--- src/rtl/turn_input_conditioner_pkg.sv ---
// Shared constants for the turn-button conditioner: turn encoding, key FSM states, debounce defaults.
package turn_input_conditioner_pkg;

    localparam int unsigned DEFAULT_DEBOUNCE_CYCLES = 250000;
    localparam int unsigned DEFAULT_DEB_CNT_BIT     = 18;

    localparam logic TURN_RIGHT = 1'b0;
    localparam logic TURN_LEFT  = 1'b1;

    localparam int unsigned QUEUE_CNT_BIT = 2;
    localparam logic [QUEUE_CNT_BIT-1:0] QUEUE_DEPTH = QUEUE_CNT_BIT'(2);

    typedef enum logic [1:0] {
        KEY_RELEASED    = 2'd0,
        KEY_PRESS_CHK   = 2'd1,
        KEY_PRESSED     = 2'd2,
        KEY_RELEASE_CHK = 2'd3
    } key_state_e;

endpackage

--- src/rtl/turn_input_conditioner_key_debouncer.sv ---
// One push-button: 2-FF synchroniser, debounce counter and 4-state FSM.
// press_event_c is a one-cycle Mealy pulse on the debounced press transition.
module key_debouncer
    import turn_input_conditioner_pkg::*;
#(
    parameter int unsigned DEBOUNCE_CYCLES = DEFAULT_DEBOUNCE_CYCLES,
    parameter int unsigned DEB_CNT_BIT     = DEFAULT_DEB_CNT_BIT
) (
    input  logic clock_25,
    input  logic reset,
    input  logic key_n,
    output logic press_event_c
);

    localparam logic [DEB_CNT_BIT-1:0] CNT_LAST = DEB_CNT_BIT'(DEBOUNCE_CYCLES - 1);
    localparam logic [DEB_CNT_BIT-1:0] CNT_ONE  = DEB_CNT_BIT'(1);

    logic                   sync_q1;
    logic                   sync_q2;
    logic                   pressed_c;
    key_state_e             state_q;
    key_state_e             state_d;
    logic [DEB_CNT_BIT-1:0] cnt_q;
    logic [DEB_CNT_BIT-1:0] cnt_d;

    // Synchroniser idles at the released (high) level
    always_ff @(posedge clock_25 or posedge reset) begin
        if (reset) begin
            sync_q1 <= 1'b1;
            sync_q2 <= 1'b1;
        end else begin
            sync_q1 <= key_n;
            sync_q2 <= sync_q1;
        end
    end

    assign pressed_c = ~sync_q2;

    always_ff @(posedge clock_25 or posedge reset) begin
        if (reset) begin
            state_q <= KEY_RELEASED;
            cnt_q   <= '0;
        end else begin
            state_q <= state_d;
            cnt_q   <= cnt_d;
        end
    end

    always_comb begin
        state_d       = state_q;
        cnt_d         = cnt_q;
        press_event_c = 1'b0;
        case (state_q)
            KEY_RELEASED: begin
                if (pressed_c) begin
                    state_d = KEY_PRESS_CHK;
                    cnt_d   = '0;
                end
            end
            KEY_PRESS_CHK: begin
                if (!pressed_c) begin
                    state_d = KEY_RELEASED;
                    cnt_d   = '0;
                end else if (cnt_q == CNT_LAST) begin
                    state_d       = KEY_PRESSED;
                    cnt_d         = '0;
                    press_event_c = 1'b1;
                end else begin
                    cnt_d = cnt_q + CNT_ONE;
                end
            end
            KEY_PRESSED: begin
                if (!pressed_c) begin
                    state_d = KEY_RELEASE_CHK;
                    cnt_d   = '0;
                end
            end
            KEY_RELEASE_CHK: begin
                if (pressed_c) begin
                    state_d = KEY_PRESSED;
                    cnt_d   = '0;
                end else if (cnt_q == CNT_LAST) begin
                    state_d = KEY_RELEASED;
                    cnt_d   = '0;
                end else begin
                    cnt_d = cnt_q + CNT_ONE;
                end
            end
            default: begin
                state_d = KEY_RELEASED;
                cnt_d   = '0;
            end
        endcase
    end

endmodule

--- src/rtl/turn_input_conditioner.sv ---
// Debounces the two turn buttons and buffers press events in a 2-entry turn queue
// consumed one entry per game_tik.
module turn_input_conditioner
    import turn_input_conditioner_pkg::*;
#(
    parameter int unsigned DEBOUNCE_CYCLES = DEFAULT_DEBOUNCE_CYCLES,
    parameter int unsigned DEB_CNT_BIT     = DEFAULT_DEB_CNT_BIT
) (
    input  logic                     clock_25,
    input  logic                     reset,
    input  logic                     key_right_n,
    input  logic                     key_left_n,
    input  logic                     game_tik,
    input  logic                     sync_reset,
    output logic                     right_P,
    output logic                     left_P,
    output logic [QUEUE_CNT_BIT-1:0] queue_count,
    output logic                     overflow
);

    localparam logic [QUEUE_CNT_BIT-1:0] CNT_ONE = QUEUE_CNT_BIT'(1);

    logic                     right_event_c;
    logic                     left_event_c;
    logic [1:0]               slot_q;
    logic [1:0]               slot_d;
    logic                     head_q;
    logic                     head_d;
    logic [QUEUE_CNT_BIT-1:0] count_d;
    logic                     right_d;
    logic                     left_d;
    logic                     overflow_d;
    logic                     push_c;
    logic                     pop_c;
    logic                     turn_in_c;
    logic                     wr_idx_c;

    key_debouncer #(
        .DEBOUNCE_CYCLES (DEBOUNCE_CYCLES),
        .DEB_CNT_BIT     (DEB_CNT_BIT)
    ) u_right_key (
        .clock_25      (clock_25),
        .reset         (reset),
        .key_n         (key_right_n),
        .press_event_c (right_event_c)
    );

    key_debouncer #(
        .DEBOUNCE_CYCLES (DEBOUNCE_CYCLES),
        .DEB_CNT_BIT     (DEB_CNT_BIT)
    ) u_left_key (
        .clock_25      (clock_25),
        .reset         (reset),
        .key_n         (key_left_n),
        .press_event_c (left_event_c)
    );

    // Next queue state; simultaneous events on both keys are ambiguous and never pushed
    always_comb begin
        slot_d     = slot_q;
        head_d     = head_q;
        count_d    = queue_count;
        overflow_d = 1'b0;
        push_c     = right_event_c ^ left_event_c;
        turn_in_c  = left_event_c ? TURN_LEFT : TURN_RIGHT;
        pop_c      = game_tik && (queue_count != '0);
        wr_idx_c   = head_q ^ queue_count[0];

        if (sync_reset) begin
            count_d = '0;
            head_d  = 1'b0;
        end else begin
            if (pop_c) begin
                head_d  = ~head_q;
                count_d = queue_count - CNT_ONE;
            end
            if (push_c) begin
                if ((queue_count == QUEUE_DEPTH) && !pop_c) begin
                    overflow_d = 1'b1;
                end else begin
                    slot_d[wr_idx_c] = turn_in_c;
                    count_d          = count_d + CNT_ONE;
                end
            end
        end

        right_d = (count_d != '0) && (slot_d[head_d] == TURN_RIGHT);
        left_d  = (count_d != '0) && (slot_d[head_d] == TURN_LEFT);
    end

    // Head outputs are registered alongside the queue so they never glitch
    always_ff @(posedge clock_25 or posedge reset) begin
        if (reset) begin
            slot_q      <= '0;
            head_q      <= 1'b0;
            queue_count <= '0;
            right_P     <= 1'b0;
            left_P      <= 1'b0;
            overflow    <= 1'b0;
        end else begin
            slot_q      <= slot_d;
            head_q      <= head_d;
            queue_count <= count_d;
            right_P     <= right_d;
            left_P      <= left_d;
            overflow    <= overflow_d;
        end
    end

endmodule

--- config.mk ---
export PLATFORM = sky130hd
export DESIGN_NAME = turn_input_conditioner
export DESIGN_NICKNAME = d
export VERILOG_FILES = /design/src/rtl/turn_input_conditioner_pkg.sv /design/src/rtl/turn_input_conditioner_key_debouncer.sv /design/src/rtl/turn_input_conditioner.sv
export SDC_FILE = /design/constraint.sdc
export NUM_CORES = 1
export LEC_CHECK = 0
export ABC_AREA = 1
export CORE_MARGIN = 4
export CORE_UTILIZATION = 35
export DETAILED_ROUTE_END_ITERATION = 10
export GPL_TIMING_DRIVEN = 0
export PLACE_DENSITY_LB_ADDON = 0.2
export SLEW_MARGIN = 20
export SYNTH_ARGS = -nofsm -noshare
export SYNTH_HDL_FRONTEND = slang
export SYNTH_SLANG_ARGS = --single-unit
--- constraint.sdc ---
create_clock -name clock_25 -period 4.5 [get_ports clock_25]
set_clock_uncertainty 0.1 [all_clocks]
set_input_delay 0.9 -clock clock_25 [delete_from_list [all_inputs] [get_ports clock_25]]
set_output_delay 0.9 -clock clock_25 [all_outputs]
set_load 0.01 [all_outputs]
# After elaboration in Yosys (flattened, before gate mapping)
# Cells that the tools add are included.
# word_totals
ff_bits	52
inputBits	6
output_inout_bits	5
# op_classes
add_sub_neg	4
n_lt_le_gt_ge	3
n_eq_ne	17
muxes	51
bitwise	4
reduce_logical	14
# op_table
cell	n
$mux W18	10
$pmux W18 S4	2
$mux W2	20
$add A18 B1 Y18 const B	2
$eq A18 B18 Y1 const B	2
$pmux W2 S4	2
$mux W1	15
$eq A2 B2 Y1 const B	5
$reduce_and A4 Y1	2
$ne A3 B1 Y1 const B	2
$ne A3 B3 Y1 const B	2
$logic_and A1 B1 Y1	5
$eq A2 B1 Y1 const B	2
$logic_not A2 Y1	2
$lt A1 B2 Y1 const B	2
$ne A2 B1 Y1 const B	2
$ne A2 B2 Y1 const B	2
$reduce_and A2 Y1	2
$reduce_bool A2 Y1	2
$add A2 B1 Y2 const B	1
$bwmux W2	1
$not A1 Y1	2
$sub A2 B1 Y2 const B	1
$xor A1 B1 Y1	2
3 further kinds	3

# Depth between registers and ports, before layout
# Gate-level depths: netlist (run 1).
# depth
ltp_word	13
mapped_depth	16

# Cells and area by module
# A second synthesis (run 1) with hierarchy kept.
# unflattened
hier_cells	418
area_unflattened_um2	3146.8
# by_module_without_submodules
module	instances	cells_per_inst	area_per_inst_um2
key_debouncer	2	169	1293.7
turn_input_conditioner	1	80	559.3

# Worst setup path after synthesis (run 1)
# Ideal clock, no wire load.
# synth_timing
kind	in2reg
start	input game_tik
end	register left_P
arrival_ns	1.802
t_required_ns	4.329
slack_ns	2.526
cell_stages	12
path_cell_list	nand2_1 > o21ai_0 > inv_1 > nand2_1 > nand2_1 > nand2_1 > o21ai_0 > nand2_1 > nand3_1 > nand2_1 > inv_1 > nor2_1
# synth_via
elab_chain_len	9
elab_cells_between_ends	18
classes_between	add/sub: 1; mux: 12; reduce/logical: 5
# synth_rtl
element	line	text
start, declared	turn_input_conditioner.sv:13	input logic game_tik,
$logic_and A1 B1 Y1 (*)	turn_input_conditioner.sv:66	pop_c = game_tik && (queue_count != '0);
$mux W2 / $logic_not A1 Y1 (equally long branches)	turn_input_conditioner.sv:73, turn_input_conditioner.sv:78	
$mux W2 / $logic_and A1 B1 Y1 (equally long branches)	turn_input_conditioner.sv:69, turn_input_conditioner.sv:78	
$add A2 B1 Y2 / $mux W2 (equally long branches)	turn_input_conditioner.sv:82, turn_input_conditioner.sv:78	
$mux W2 (on tied branches)	turn_input_conditioner.sv:78, turn_input_conditioner.sv:77	
$mux W2 (on tied branches)	turn_input_conditioner.sv:77, turn_input_conditioner.sv:69	
$mux W2 / $mux W1 (equally long branches)	turn_input_conditioner.sv:69, turn_input_conditioner.sv:88	
$reduce_bool A2 Y1 / $mux W1 (equally long branches)	turn_input_conditioner.sv:88	left_d = (count_d != '0) && (slot_d[head_d] == TURN_LEFT);
$logic_and A1 B1 Y1 (*)	turn_input_conditioner.sv:88	
net left_d	turn_input_conditioner.sv:31	logic left_d;
end signal, assigned	turn_input_conditioner.sv:105	left_P <= left_d;
end, declared	turn_input_conditioner.sv:16	output logic left_P,
# Mark *: on every way through the listed nets, which the timed path passes. The rest lies on a longest branch. The select of a mux whose other input is x is not followed.
# A chain may end at the register's enable or synchronous reset.

# Worst setup path after layout (run 1)
# layout_timing
start	input game_tik
end	register right_P
# layout_via
elab_chain_len	10
elab_cells_between_ends	19
classes_between	add/sub: 1; mux: 12; bitwise: 1; reduce/logical: 5
# layout_rtl
element	line	text
$logic_and A1 B1 Y1 (*)	turn_input_conditioner.sv:66	
branches (longest 8 deep; another with $add A2 B1 Y2)	n/a	
$logic_and A1 B1 Y1 (*)	turn_input_conditioner.sv:87	right_d = (count_d != '0) && (slot_d[head_d] == TURN_RIGHT);
net right_d	turn_input_conditioner.sv:30	logic right_d;
end signal, assigned	turn_input_conditioner.sv:104	right_P <= right_d;
end, declared	turn_input_conditioner.sv:15	output logic right_P,
# Mark *: on every way through the listed nets, which the timed path passes. The select of a mux whose other input is x is not followed.

==> results of run 1 <==
[critical path, stage by stage]
cell and delay (ps):
clkdlybuf4s50_1 490, nand2_1 110, o21ai_0 320, inv_1 100
nand2_1 70, nand2_1 50, nand2_1 40, o21ai_0 70
nand2_1 70, nand3_1 100, nand2_1 80, inv_1 50
nor2_1 100
[through the flow]
step	instance area, µm²	utilization, %	cells	hold slack [ps]
after floorplan	2910	-	369	245
after detailed placement	3150	38.5	484	254
after CTS	3260	39.9	492	259
after global routing	3260	39.9	492	259
final	3260	39.9	492	254
after global placement	3150	38.5	484	246
[area by class of cell]
type | instances | area [µm²] | share of cell area (%)
Buffer | 2 | 7.51 | 0.230
Tap cell | 105 | 131 | 4.03
Sequential cell | 52 | 1310 | 40.0
Clock buffer | 5 | 68.8 | 2.11
Clock inverter | 3 | 46.3 | 1.42
Timing Repair Buffer | 10 | 100 | 3.07
Multi-Input combinational cell | 258 | 1390 | 42.5
Inverter | 57 | 216 | 6.63
[power breakdown]
| group | switching [mW] | leakage (nW) | internal [mW] |
|---|---|---|---|
| Sequential | 0.0277 | 0.696 | 0.510 |
| Clock | 0.165 | 0.0548 | 0.168 |
| Combinational | 0.229 | 0.694 | 0.0909 |
| Total | 0.421 | 1.44 | 0.768 |
[flip-flops by register name, summed over array words and instances (netlist names), 2 cells and up, named ones only]
| signal | count |
|---|---|
| queue_count | 2 |
| u_left_key.cnt_q | 18 |
| slot_q | 2 |
| u_right_key.cnt_q | 18 |
[cells by family after synthesis]
logic type	count (synthesis)	synth area share, %
AO/OA/AOI/OAI	52	11.0
XOR/XNOR	9	2.71
adder cells (fa/ha/maj)	4	1.72
buffers and inverters	59	7.60
flip-flops	52	44.8
AND/OR/NAND/NOR	193	32.1
[worst max path at each step]
| stage | from | end | slack [ps] | depth (start not counted) |
|---|---|---|---|---|
| after detailed placement | game_tik | left_P | 1770 | 13 |
| after global placement | reset | u_right_key.cnt_q[15] | 1140 | 2 |
| after floorplan | reset | async pin | 2250 | 1 |
| after global routing | game_tik | left_P | 1860 | 13 |
| after CTS | game_tik | left_P | 2100 | 13 |
| final | game_tik | right_P | 2100 | 13 |
[per-layer routing]
metal / GRT usage (%) / vias to the layer above / part of all wire (%)
met3: 2.24 / 5 / 2.7
met5: 0 / - / 0
met1: 17.5 / 1098 / 50
met2: 20.1 / 29 / 46
li1: - / 1225 / -
met4: 3.36 / 0 / 1.2
[cell usage in the layout, fill, tap and decap left out, types with 4 or more instances in the layout]
cell,count
nand2_1,81
inv_1,53
dfrtp_1,48
nor2_1,38
nand3_1,24
o21ai_0,24
nor2_2,10
clkdlybuf4s50_1,10
a21oi_1,8
xor2_1,7
nand2_2,7
nor3_1,6
nand4_1,5
clkbuf_8,5
nor3_2,4
a32o_1,4
or2_2,4
ha_1,4
dfstp_2,4
==> metrics.md, run 1 <==
| Metric | Value |
|---|---|
| Vias/cell | `around 4.8` |
| CTS hold repair buffers | `0` |
| Hold endpoint | `u_right_key.sync_q2` |
| Iter 0 DRT Violations | `~120` |
| Status | `finished, final reports clean` |
| RSZ-0062 raised after global routing | `false` |
| Power Total | `about 1.2 mW` |
| Leading cell type by number of instances after synthesis | `nand2_1` |
| Sequential area share after synthesis | `roughly 45%` |
| Initial Utilization | `between 30 and 40%` |
| Nets | `around 400` |
| Share of Yosys cell area claimed by the top area cell type | `41.2%` |
| Detailed Route WL | `around 5700 µm` |
| Hold Crit Start | `u_right_key.sync_q1` |
| Drt first pass iters | `4` |
| First-pass GRT wire length | `about 10000 µm` |
| Die width | `roughly 99 µm` |
| Slew headroom | `a little under three fifths` |
| Via Count | `between 2000 and 2500` |
| Post-synth EDFFs | `0` |
| CP Launch Type | `input port` |
| Register-to-Register Path Depth | `7` |
| Post-Synthesis Cell Area | `0.00291 mm²` |
| Syn. warnings | `0` |
| P_leak | `~1.4 nW` |
| DRC viols | `0` |
| Setup ws final | `~2100 ps` |
| Post-synth ARST share | `100%` |
| Worst Path Required | `4640 ps` |
| Mean Syn Cell Area | `between 7 and 8 µm²` |
| Antenna cell count | `0` |
| Worst-Skew Late Latency | `310 ps` |
| Final setup TNS | `0 ps` |
| Pwr dens | `364 mW/mm²` |
| Setup violations, final | `0` |
| Worst EP arrival | `approximately 2500 ps` |
| Detail Route Antenna Nets | `0` |
| Cts bufs inserted | `5` |
| H-Tree Depth | `2` |
| Port Buf Inserts | `10` |
| Area of the die | `0.00985 mm²` |
| Final Hold Fails | `0` |
| CTS max path bufs | `2` |
| Layout cells sized above 1 | `between 10% and 20%` |
| RR Endpoint | `u_left_key.cnt_q[12]` |
| Max-slew violations | `0` |
| Total clock sinks | `52` |
| Core area | `roughly 0.008 mm²` |
| Die height | `approximately 99 µm` |
| Max Freq | `about 420 MHz` |
| Crit Reg-Reg Startpoint | `u_left_key.sync_q2` |
| Gr ovfl total | `0` |
| Pin count of the biggest net entering global routing | `53` |
| Largest cells by area after synthesis | `dfrtp_1, nand2_1, inv_1` |
| Crit-path max FO | `5` |
| CTS Root Cell | `clkbuf_8` |
| Unique cell type count in the Yosys netlist | `38` |
| Post-CTS sizing | `0` |
| Post-CTS Setup Inserts | `0` |
| Hold depth | `0` |
| Vias in the first global route | `2249` |
| Worst Hold Class | `flip-flop to flip-flop` |
| Placer congestion estimate | `approximately 0.8` |
| TritonCTS clock tree | `built` |
| DP Wirelength | `approximately 4200 µm` |
| Placement Rows | `33` |
| Worst slack at placement | `1770 ps` |
| Clock-pin slew on the worst setup and hold paths | `100 ps` |
| Reg2Reg Setup Slack | `between 2000 and 2500 ps` |
| P&R area growth vs syn | `12.0%` |
| Kind of end point of the critical path | `flip-flop` |
| Leading cell types by count after synthesis | `nand2_1, inv_1, dfrtp_1` |
| Max cap viols | `0` |
| Fin crit period | `~2400 ps` |
| Syn nets | `~380` |
| Fin crit share | `approximately 53%` |
| Initial antenna violation count | `0` |
| IO Count | `11` |
| Critical path class | `input port to flip-flop` |
| Number of register bits inferred by synthesis | `52` |
| Fillers | `872` |
| GRT Total Usage | `between 10 and 15%` |
| Worst-margin pin slew | `656 ps` |
| Cells after Synth | `roughly 370` |
| Peak supply drop | `132 µV` |
| Top FF cell, synth | `dfrtp_1` |
| WL/cell | `around 12 µm` |
| Synth area leader | `dfrtp_1` |
Power figures use the tool's default switching activity.
==> run 2: changes to the inputs <==
Clock period 4.5 ns to 2.27 ns, I/O delays scaled along.
==> metrics.md, run 2 (synthesis gave the netlist of run 1 again) <==
| Metric | Value |
|---|---|
| Hold Crit Start | `u_right_key.sync_q1` |
| Most frequent cells in the layout | `nand2_1, inv_1, dfrtp_1, nor2_1, nand3_1` |
| CTS hold repair buffers | `0` |
| Worst Path Required | `~2400 ps` |
| DP Wirelength | `~4200 µm` |
| Die width | `between 90 and 100 µm` |
| TritonCTS clock tree | `built` |
| Worst-margin pin slew | `about 660 ps` |
| Pin count of the biggest net entering global routing | `53` |
| Crit Reg-Reg Startpoint | `u_left_key.sync_q2` |
| Worst-Skew Late Latency | `310 ps` |
| Total clock sinks | `52` |
| Status | `finished, final reports clean` |
| Placed Instances | `484` |
| Gr ovfl total | `0` |
| Drt first pass iters | `5` |
| GRT Total Usage | `~13%` |
| Setup crit start | `u_left_key.sync_q2` |
| Port Buf Inserts | `10` |
| Largest regs | `u_left_key.cnt_q x18, u_right_key.cnt_q x18` |
| Kind of end point of the critical path | `flip-flop` |
| Register-to-Register Path Depth | `7` |
| WL/cell | `about 12 µm` |
| Placer congestion estimate | `about 0.79` |
| CTS max path bufs | `2` |
| Layout cells sized above 1 | `13.4%` |
| Vias/cell | `approximately 4.8` |
| Detailed Route WL | `between 5000 and 6000 µm` |
| Peak supply drop | `~260 µV` |
| DRC viols | `0` |
| Core area | `slightly above 0.008 mm²` |
| Initial Utilization | `35.6%` |
| Hold depth | `0` |
| Post-CTS Setup Inserts | `0` |
| Max-slew violations | `0` |
| Vias in the first global route | `approximately 2200` |
| First-pass GRT wire length | `10300 µm` |
| Post-Layout Cell Count | `around 490` |
| Fin crit share | `approximately nine tenths` |
| Clock-pin slew on the worst setup and hold paths | `approximately 100 ps` |
| IO Count | `11` |
| Setup violations, final | `0` |
| P&R area growth vs syn | `12.0%` |
| Iter 0 DRT Violations | `~120` |
| FF/Latch Area | `0.00131 mm²` |
| Worst slack at placement | `-11.5 ps` |
| Worst EP arrival | `about 2200 ps` |
| Antenna cell count | `0` |
| Area of the die | `about 0.0098 mm²` |
| Multi-input combinational cell area | `roughly 0.0014 mm²` |
| Cts bufs inserted | `5` |
| Slew headroom | `56.3%` |
| Critical path class | `flip-flop to flip-flop` |
| Fillers | `about 870` |
| Max Freq | `480 MHz` |
| Max cap viols | `0` |
| Final Hold Fails | `0` |
| Die height | `approximately 99 µm` |
| Placement Rows | `33` |
| RSZ-0062 raised after global routing | `false` |
| Crit-path max FO | `10` |
| H-Tree Depth | `2` |
| Most common cell after layout, fill and taps aside | `nand2_1` |
| Hold slack | `approximately 250 ps` |
| Setup ws final | `186 ps` |
| Pwr dens | `about 720 mW/mm²` |
| Initial antenna violation count | `0` |
| Nets | `~400` |
| Fin crit period | `about 2100 ps` |
| Detail Route Antenna Nets | `0` |
| P_leak | `between 1 and 1.5 nW` |
| Worst Hold Class | `flip-flop to flip-flop` |
| CTS Root Cell | `clkbuf_8` |
| Via Count | `2358` |
| CP Launch Type | `flip-flop` |
[run 2: power by group]
group          total (mW)  internal [mW]  switching, mW
Clock               0.659          0.332          0.327
Sequential           1.06           1.01         0.0548
Combinational       0.635          0.181          0.454
[run 2: final timing paths]
check	slack, ps	to
max reg2reg	190	u_left_key.cnt_q[12]
min	250	u_right_key.sync_q2
min reg2reg	250	u_right_key.sync_q2
min in group asynchronous	460	queue_count[0]
max in group asynchronous	1140	overflow
max	190	u_left_key.cnt_q[12]
[run 2: critical path: stages, from the launching register on]
cell and delay (ps):
dfstp_2 550, inv_1 50, nand2_1 90, nand3_1 320
inv_1 190, clkbuf_1 410, nand2_1 100, a32oi_1 200
[run 2: metal layers]
metal / global-route usage [%] / wire, µm / up-vias
li1: - / - / 1225
met1: 17.5 / 2850 / 1095
met2: 20.1 / 2670 / 33
met3: 2.24 / 167 / 5
met4: 3.36 / 67 / 0
met5: 0 / 0 / -
[run 2: through the flow]
step / TNS [ps] / power, mW / util, % / instance area (µm²)
after global placement: -31380 / 1.71 / 38.5 / 3150
after CTS: 0 / 2.40 / 39.9 / 3260
after floorplan: 0 / 1.53 / - / 2910
final: 0 / 2.36 / 39.9 / 3260
after detailed placement: -20.2 / 1.72 / 38.5 / 3150
after global routing: 0 / 2.53 / 39.9 / 3260
[run 2: layout make-up]
| type | count | area share [%] |
|---|---|---|
| inverter | 57 | 6.63 |
| timing repair buffer | 10 | 3.07 |
| sequential | 52 | 40.0 |
| clock inverter | 3 | 1.42 |
| multi-input combinational | 258 | 42.5 |
| clock buffer | 5 | 2.11 |
| buffer | 2 | 0.230 |
| tap | 105 | 4.03 |
[run 2: what timing repair did]
item,4_1_cts,5_1_grt
resized for setup,0,1
endpoints found under the hold margin,0,0
setup endpoints to repair,0,2
